**src/rtl/rv_writeback_if.sv**
```systemverilog
// Memory-to-writeback bus: the instruction leaving Memory plus the register-file write port.
interface rv_writeback_if #(
    parameter int INSTRET_W = 64
);
    logic                 mem_valid;
    logic [4:0]           mem_rd;
    logic                 mem_rd_wr_en;
    logic [1:0]           mem_wb_sel;
    logic [31:0]          mem_alu_result;
    logic [31:0]          mem_pc_plus4;
    logic [2:0]           mem_funct3;
    logic [31:0]          mem_load_data;
    logic                 stall;
    logic                 flush;
    logic [4:0]           rd;
    logic [31:0]          rd_wr_data;
    logic                 rd_wr_en;
    logic                 wb_valid;
    logic                 load_fault;
    logic [INSTRET_W-1:0] instret;

    modport master (
        output mem_valid, mem_rd, mem_rd_wr_en, mem_wb_sel, mem_alu_result,
               mem_pc_plus4, mem_funct3, mem_load_data, stall, flush,
        input  rd, rd_wr_data, rd_wr_en, wb_valid, load_fault, instret
    );

    modport slave (
        input  mem_valid, mem_rd, mem_rd_wr_en, mem_wb_sel, mem_alu_result,
               mem_pc_plus4, mem_funct3, mem_load_data, stall, flush,
        output rd, rd_wr_data, rd_wr_en, wb_valid, load_fault, instret
    );
endinterface

```
**src/rtl/rv_writeback.sv**
```systemverilog
// RV32I writeback: selects ALU/load/link result, registers the regfile write port (1 cycle).
// Never stalls; stall/flush from Memory simply insert a bubble.
module rv_writeback #(
    parameter int INSTRET_W = 64
) (
    input  logic          clk,
    input  logic          rst_n,
    rv_writeback_if.slave wb
);
    localparam logic [1:0] SEL_ALU  = 2'b00;
    localparam logic [1:0] SEL_LOAD = 2'b01;
    localparam logic [1:0] SEL_LINK = 2'b10;
    localparam logic [1:0] SEL_NONE = 2'b11;

    localparam logic [2:0] F3_LB  = 3'b000;
    localparam logic [2:0] F3_LH  = 3'b001;
    localparam logic [2:0] F3_LW  = 3'b010;
    localparam logic [2:0] F3_LBU = 3'b100;
    localparam logic [2:0] F3_LHU = 3'b101;

    logic [1:0]           off;
    logic [7:0]           ld_byte;
    logic [15:0]          ld_half;
    logic [31:0]          ld_ext;
    logic [31:0]          result;
    logic                 misaligned;
    logic                 illegal;
    logic                 fault;
    logic                 wr_en;
    logic                 capture;

    logic [4:0]           rd_q;
    logic [31:0]          data_q;
    logic                 wr_en_q;
    logic                 valid_q;
    logic                 fault_q;
    logic [INSTRET_W-1:0] instret_q;

    always_comb begin
        off        = wb.mem_alu_result[1:0];
        ld_byte    = wb.mem_load_data[7:0];
        ld_half    = off[1] ? wb.mem_load_data[31:16] : wb.mem_load_data[15:0];
        ld_ext     = wb.mem_load_data;
        misaligned = 1'b0;
        illegal    = 1'b0;

        case (off)
            2'd0:    ld_byte = wb.mem_load_data[7:0];
            2'd1:    ld_byte = wb.mem_load_data[15:8];
            2'd2:    ld_byte = wb.mem_load_data[23:16];
            default: ld_byte = wb.mem_load_data[31:24];
        endcase

        case (wb.mem_funct3)
            F3_LB:  ld_ext = {{24{ld_byte[7]}}, ld_byte};
            F3_LBU: ld_ext = {24'b0, ld_byte};
            F3_LH: begin
                ld_ext     = {{16{ld_half[15]}}, ld_half};
                misaligned = off[0];
            end
            F3_LHU: begin
                ld_ext     = {16'b0, ld_half};
                misaligned = off[0];
            end
            F3_LW: begin
                ld_ext     = wb.mem_load_data;
                misaligned = |off;
            end
            default: illegal = 1'b1;
        endcase

        // funct3 only matters for loads; other selects can never fault
        fault = (wb.mem_wb_sel == SEL_LOAD) & (misaligned | illegal);

        case (wb.mem_wb_sel)
            SEL_ALU:  result = wb.mem_alu_result;
            SEL_LOAD: result = fault ? wb.mem_load_data : ld_ext;
            SEL_LINK: result = wb.mem_pc_plus4;
            default:  result = wb.mem_alu_result;
        endcase

        // x0 writes are dropped here so forwarding can trust rd_wr_en alone
        wr_en   = wb.mem_rd_wr_en & (|wb.mem_rd) & ~fault & (wb.mem_wb_sel != SEL_NONE);
        capture = wb.mem_valid & ~wb.stall & ~wb.flush;
    end

    always_ff @(posedge clk or negedge rst_n) begin
        if (!rst_n) begin
            rd_q      <= '0;
            data_q    <= '0;
            wr_en_q   <= 1'b0;
            valid_q   <= 1'b0;
            fault_q   <= 1'b0;
            instret_q <= '0;
        end else if (capture) begin
            rd_q    <= wb.mem_rd;
            data_q  <= result;
            wr_en_q <= wr_en;
            valid_q <= 1'b1;
            fault_q <= fault;
            if (!fault) begin
                instret_q <= instret_q + INSTRET_W'(1);
            end
        end else begin
            wr_en_q <= 1'b0;
            valid_q <= 1'b0;
            fault_q <= 1'b0;
        end
    end

    assign wb.rd         = rd_q;
    assign wb.rd_wr_data = data_q;
    assign wb.rd_wr_en   = wr_en_q;
    assign wb.wb_valid   = valid_q;
    assign wb.load_fault = fault_q;
    assign wb.instret    = instret_q;
endmodule

```
**src/flat_wrapper.sv**
```systemverilog
// flat-port wrapper written by rule: the top's interface ports become plain ports
module rv_writeback_flat 
#(
    parameter int INSTRET_W = 64
)
  (clk, rst_n, wb_mem_valid, wb_mem_rd, wb_mem_rd_wr_en, wb_mem_wb_sel, wb_mem_alu_result, wb_mem_pc_plus4, wb_mem_funct3, wb_mem_load_data, wb_stall, wb_flush, wb_rd, wb_rd_wr_data, wb_rd_wr_en, wb_wb_valid, wb_load_fault, wb_instret);
  rv_writeback_if #(.INSTRET_W(INSTRET_W)) wb_i ();
  input  logic clk;
  input  logic rst_n;
  input wire logic [$bits(wb_i.mem_valid)-1:0] wb_mem_valid;
  input wire logic [$bits(wb_i.mem_rd)-1:0] wb_mem_rd;
  input wire logic [$bits(wb_i.mem_rd_wr_en)-1:0] wb_mem_rd_wr_en;
  input wire logic [$bits(wb_i.mem_wb_sel)-1:0] wb_mem_wb_sel;
  input wire logic [$bits(wb_i.mem_alu_result)-1:0] wb_mem_alu_result;
  input wire logic [$bits(wb_i.mem_pc_plus4)-1:0] wb_mem_pc_plus4;
  input wire logic [$bits(wb_i.mem_funct3)-1:0] wb_mem_funct3;
  input wire logic [$bits(wb_i.mem_load_data)-1:0] wb_mem_load_data;
  input wire logic [$bits(wb_i.stall)-1:0] wb_stall;
  input wire logic [$bits(wb_i.flush)-1:0] wb_flush;
  output wire logic [$bits(wb_i.rd)-1:0] wb_rd;
  output wire logic [$bits(wb_i.rd_wr_data)-1:0] wb_rd_wr_data;
  output wire logic [$bits(wb_i.rd_wr_en)-1:0] wb_rd_wr_en;
  output wire logic [$bits(wb_i.wb_valid)-1:0] wb_wb_valid;
  output wire logic [$bits(wb_i.load_fault)-1:0] wb_load_fault;
  output wire logic [$bits(wb_i.instret)-1:0] wb_instret;
  assign wb_i.mem_valid = wb_mem_valid;
  assign wb_i.mem_rd = wb_mem_rd;
  assign wb_i.mem_rd_wr_en = wb_mem_rd_wr_en;
  assign wb_i.mem_wb_sel = wb_mem_wb_sel;
  assign wb_i.mem_alu_result = wb_mem_alu_result;
  assign wb_i.mem_pc_plus4 = wb_mem_pc_plus4;
  assign wb_i.mem_funct3 = wb_mem_funct3;
  assign wb_i.mem_load_data = wb_mem_load_data;
  assign wb_i.stall = wb_stall;
  assign wb_i.flush = wb_flush;
  assign wb_rd = wb_i.rd;
  assign wb_rd_wr_data = wb_i.rd_wr_data;
  assign wb_rd_wr_en = wb_i.rd_wr_en;
  assign wb_wb_valid = wb_i.wb_valid;
  assign wb_load_fault = wb_i.load_fault;
  assign wb_instret = wb_i.instret;
  rv_writeback #(.INSTRET_W(INSTRET_W)) u_core (.clk(clk), .rst_n(rst_n), .wb(wb_i));
endmodule
```
**config.mk**
```make
export PLATFORM = sky130hd
export DESIGN_NAME = rv_writeback_flat
export DESIGN_NICKNAME = d
export VERILOG_FILES = /design/src/rtl/rv_writeback_if.sv /design/src/rtl/rv_writeback.sv /design/src/flat_wrapper.sv
export SDC_FILE = /design/constraint.sdc
export NUM_CORES = 1
export LEC_CHECK = 0
export BUFFER_PORTS_ARGS = -buffer_cell sky130_fd_sc_hd__buf_4
export CORE_UTILIZATION = 50
export DETAILED_ROUTE_END_ITERATION = 6
export PLACE_DENSITY = 0.79
export SLEW_MARGIN = 25
export SYNTH_ARGS = -nofsm -noshare
export SYNTH_HDL_FRONTEND = slang
export SYNTH_SLANG_ARGS = --single-unit
```
**constraint.sdc**
```tcl
create_clock -name clk -period 4.8 [get_ports clk]
set_input_delay 0.48 -clock clk [delete_from_list [all_inputs] [get_ports clk]]
set_output_delay 0.48 -clock clk [all_outputs]
set_load 0.005 [all_outputs]
```
After elaboration in Yosys (flattened, before gate mapping)
Index checks and enable logic that the tools add are counted.
{ "totals": {"regBits": 104, "inputBits": 112, "out_inout_bits": 104, "word_cells": 43} }
{ "op_classes": {"add_sub_neg": 1, "n_eq_ne": 9, "n_mux": 10, "n_bitwise": 10, "reduce_logical": 7} }
{ "op_table": {"columns": ["cell", "count"], "rows": [
  ["$pmux 32 s4", 1],
  ["$add 64x1->64 const B", 1],
  ["$pmux 32 s2", 1],
  ["$mux 32", 1],
  ["$pmux 8 s3", 1],
  ["$mux 16", 1],
  ["$reduce_or 5->1", 2],
  ["$and 1x1->1", 6],
  ["$eq 3x3->1 const B", 2],
  ["$eq 2x1->1 const B", 2],
  ["$eq 2x2->1 const B", 2],
  ["$mux 1", 4],
  ["$reduce_or 2->1", 2],
  ["$eq 3x1->1 const B", 1],
  ["$eq 3x2->1 const B", 1],
  ["$logic_not 3->1", 1],
  ["$not 1->1", 3],
  ["$logic_not 2->1", 1],
  ["$ne 2x2->1 const B", 1],
  ["$pmux 1 s2", 1],
  ["$reduce_and 2->1", 1],
  ["$or 1x1->1", 1]
]} }

Depth between registers and ports, before layout
{ "logic_depth": {"ltp_word": 9, "mapped_depth": 9, "depth_no_buf": 7} }

Worst setup path after synthesis
OpenSTA, ideal clock, no wires.
{ "synth_timing": {"kind": "input to register", "from": "input port wb_mem_wb_sel[1]", "to": "register u_core.data_q[21], in the netlist u_core.wb.rd_wr_data[21]", "setup_ns": 0.083, "arrival_ns": 2.017, "required_time_ns": 4.717, "slack_ns": 2.701, "cell_stages": 9, "n_path_buf": 3, "path_cell_list": "inv_1 > ha_1 > buf_2 > a31o_2 > clkbuf_1 > nor3_2 > buf_2 > a21oi_1 > o21ai_0"} }
{ "synth_via": {"elab_chain_cells": 4, "elab_cells_between_ends": 5, "classes_between": "eq/ne: 2; mux: 2; bitwise: 1"} }
{ "synth_rtl": {"columns": ["item", "line_no", "source"], "rows": [
  ["start: declaration", "flat_wrapper.sv:13", "input wire logic [$bits(wb_i.mem_wb_sel)-1:0] wb_mem_wb_sel;"],
  ["$eq 2x1->1", "rv_writeback.sv:73, rv_writeback.sv:75", null],
  ["$and 1x1->1", "rv_writeback.sv:73", "fault = (wb.mem_wb_sel == SEL_LOAD) & (misaligned | illegal);"],
  ["$mux 32", "rv_writeback.sv:77", "SEL_LOAD: result = fault ? wb.mem_load_data : ld_ext;"],
  ["$pmux 32 s2 (*)", "rv_writeback.sv:75", "case (wb.mem_wb_sel)"],
  ["end signal: assignment", "rv_writeback.sv:97", "data_q <= result;"],
  ["end: declaration", "rv_writeback.sv:33", "logic [31:0] data_q;"]
]} }
Mark *: on every way between the ends. The rest lies on a longest branch, timed or not.
A chain may end at the register's enable or synchronous reset.

Worst setup path in the final report
{ "layout_timing": {"from": "input port wb_mem_wb_sel[0]", "to": "register u_core.data_q[13], in the netlist u_core.wb.rd_wr_data[13]"} }
Same word-level chain as after synthesis.

==> reports/qor.csv <==
metric,value,unit
vias in the first global route,5241,
Sw Ratio,0.279,
Wirelength per Cell,18.9,um
Ys Warns,0,
Clock Latency Late Sink,350,ps
Top delay family on crit path,buffers and inverters,
status,finished clean,
number of port buffers,215,
crit path DAT,2970,ps
first-pass GRT wire length,27600,um
Cell Int Power,1540,uW
Post-synth EDFFs,0,
share of layout cells above drive strength 1,0.319,
Syn Inst Count,613,
Net Sw Power,594,uW
CP Max Fanout,49,
CP dominant cell by count,buf_4,
met3 GRT Util,0.0919,
register area share after synthesis,0.450,
ys flop type,dfrtp_1,
synthesized cell area,5790,um2
CP endpoint kind,flop,
Worst-Margin Slew,961,ps
worst path cell trace,buf_4 > inv_1 > ha_2 > buf_4 > clkinv_1 > and3_1 > a21oi_1 > o221ai_1,
flop and latch count out of synthesis,104,
die height,110,um
die area,12000,um2
CTS max path bufs,2,
Final Hold Viols,0,
final setup vio count,0,
WHS,219,ps
Post-CTS Hold Fix Bufs,0,
largest net degree at the start of global routing,62,
Core Footprint,11100,um2
"Slowest-stage cell, CP",clkinv_1,
GRT busiest layer,met2,
total iterations of the first detailed-routing run,5,
WP data required,5010,ps
slowest cell delay on critical path,900,ps
crit path launch type,primary input,
Max Cap Viol,0,
hold crit path type,in2async,
PD cells,276,nW/um2
Fin Clk Skew,7.87,ps
postcts setup bufs,0,
initial core utilization,0.522,
met1 Track Usage GR,0.418,
initial antenna violation count,0,
GRT Resource Usage Total,0.303,
die outline width,110,um
Leakage,0.00361,uW
synthesis-to-finish area growth,33.1,%
final WL,17900,um
utilization after layout,0.695,
"Distinct cells, synth",53,
total grt overflow,0,
number of fill cells,895,
RePlAce Congestion,0.904,
DRC,0,
Mean Syn Cell Area,9.44,um2
clock network power share,0.316,
ANT cells,0,
Final Cycle Share,0.575,
Peak VDD IR,0.259,mV
post-route ant nets,0,
critical path type,in2reg,
RSZ-0062 raised after global routing,false,
Slew HR,0.356,
I/O pins,216,
H-tree Lvls,3,
Reg2Reg Setup Slack,2410,ps
via/cell ratio,6.01,
Tmin final,2760,ps
sequential share of power,0.476,
syn_nets,729,
asr flop ratio synth,1.00,
critical path depth,8,
Reg2Reg Depth,6,
CTS sink count,104,
dpl hpwl,13100,um
nets,919,
Comb power frac,0.209,
sum of negative setup slack,0,ps
"Slew Viols, Final",0,
CTS tree,yes,
GRT met2 Usage,0.465,
FP Rows,38,
Buffers & Inverters on Critical Path,4,
clk slew on worst S/H paths,60,ps
post-cts sizing count,0,
Clock Root Buffer,clkbuf_16,
routed via count,5698,
CTS Buf Count,9,
maximum clock frequency,0.362,GHz
Starting DRT DRC Count,521,
## power by group through the flow
stage | sequential, uW | combinational, uW | clock (uW)
CTS | 1010 | 443 | 689
finish | 1010 | 444 | 672
global placement | 1030 | 432 | 0
global route | 1020 | 488 | 721
detailed placement | 1030 | 443 | 0
floorplan | 1020 | 172 | 0
## Yosys cell counts, drive strengths merged, types with 15 or more instances
library cell | number | area share
xnor2 | 48 | 0.073
a21oi | 47 | 0.041
dfrtp | 104 | 0.45
nor2 | 16 | 0.010
o21ai | 59 | 0.052
xor2 | 15 | 0.023
nand2 | 79 | 0.051
nand3 | 22 | 0.020
o211ai | 15 | 0.019
clkbuf | 27 | 0.018
nand4 | 27 | 0.030
o221ai | 22 | 0.033
and3 | 16 | 0.017
nor3 | 17 | 0.020
## cells by family after synthesis
| family | synth area share |
|---|---|
| buffers and inverters | 0.0385 |
| multiplexers | 0.0195 |
| flip-flops | 0.450 |
| adder cells (fa/ha/maj) | 0.00865 |
| XOR/XNOR | 0.0953 |
| AO/OA/AOI/OAI | 0.187 |
| AND/OR/NAND/NOR | 0.201 |
## per-layer routing
layer	vias to the layer above	wire, um
met5	-	0
met4	0	378
met3	34	1640
met2	294	8380
met1	2762	7500
li1	2608	-
## cell usage in the layout (no fill, tap or decap), types with 16 or more instances in the layout
master | synthesis | final
o21ai_0 | 57 | 57
nand3_1 | 21 | 21
buf_4 | 1 | 220
xnor2_1 | 48 | 48
o221ai_1 | 22 | 22
nor2_1 | 16 | 16
nand2_1 | 79 | 79
nand4_1 | 26 | 26
a21oi_1 | 47 | 47
dfrtp_1 | 104 | 104
and3_1 | 16 | 16
## cell type report
class                      instances  area [um2]  share of cell area
clock buffer                      13         240              0.0312
inverter                          11        41.3             0.00536
tap                              140         175              0.0227
clock inverter                     3        18.8             0.00244
multi-input combinational        457        2970               0.386
sequential                       104        2600               0.338
timing repair buffer             220        1650               0.214
## stage by stage
stage | total power (uW) | worst slack [ps] | area (um2) | instances
6_report | 2130 | 2040 | 7700 | 948
5_1_grt | 2230 | 1770 | 7700 | 948
4_1_cts | 2140 | 2240 | 7690 | 948
3_5_place_dp | 1470 | 1890 | 7430 | 932
3_3_place_gp | 1460 | 2000 | 7430 | 932
2_1_floorplan | 1200 | 2700 | 5790 | 613
## worst paths after layout
| check | startpoint | end |
|---|---|---|
| max in group asynchronous | rst_n | u_core.wb.rd_wr_data[14]$_DFFE_PN0P_ |
| worst min register to register | u_core.wb.instret[63]$_DFFE_PN0P_ | u_core.wb.instret[63]$_DFFE_PN0P_ |
| min in group clk | wb_mem_rd[3] | u_core.wb.rd[3]$_DFFE_PN0P_ |
| worst max-delay path | wb_mem_wb_sel[0] | u_core.wb.rd_wr_data[13]$_DFFE_PN0P_ |
| worst min-delay path | rst_n | u_core.wb.rd_wr_data[2]$_DFFE_PN0P_ |
| worst max register to register | u_core.wb.instret[0]$_DFFE_PN0P_ | u_core.wb.instret[62]$_DFFE_PN0P_ |
## registers in the layout, indices dropped and copies added, names as in the netlist
signal                cells
u_core.wb.instret        64
u_core.wb.load_fault      1
u_core.wb.rd_wr_data     32
u_core.wb.wb_valid        1
u_core.wb.rd_wr_en        1
u_core.wb.rd              5
## worst reg2reg max path: cells and delay by family (launching register included)
family	cells	cell delay, ps
flops	1	430
compound gates	1	330
simple gates	3	1150
xor+xnor	1	170
fa+ha+maj	1	220
Note: power is estimated with default switching activity, not from simulation.
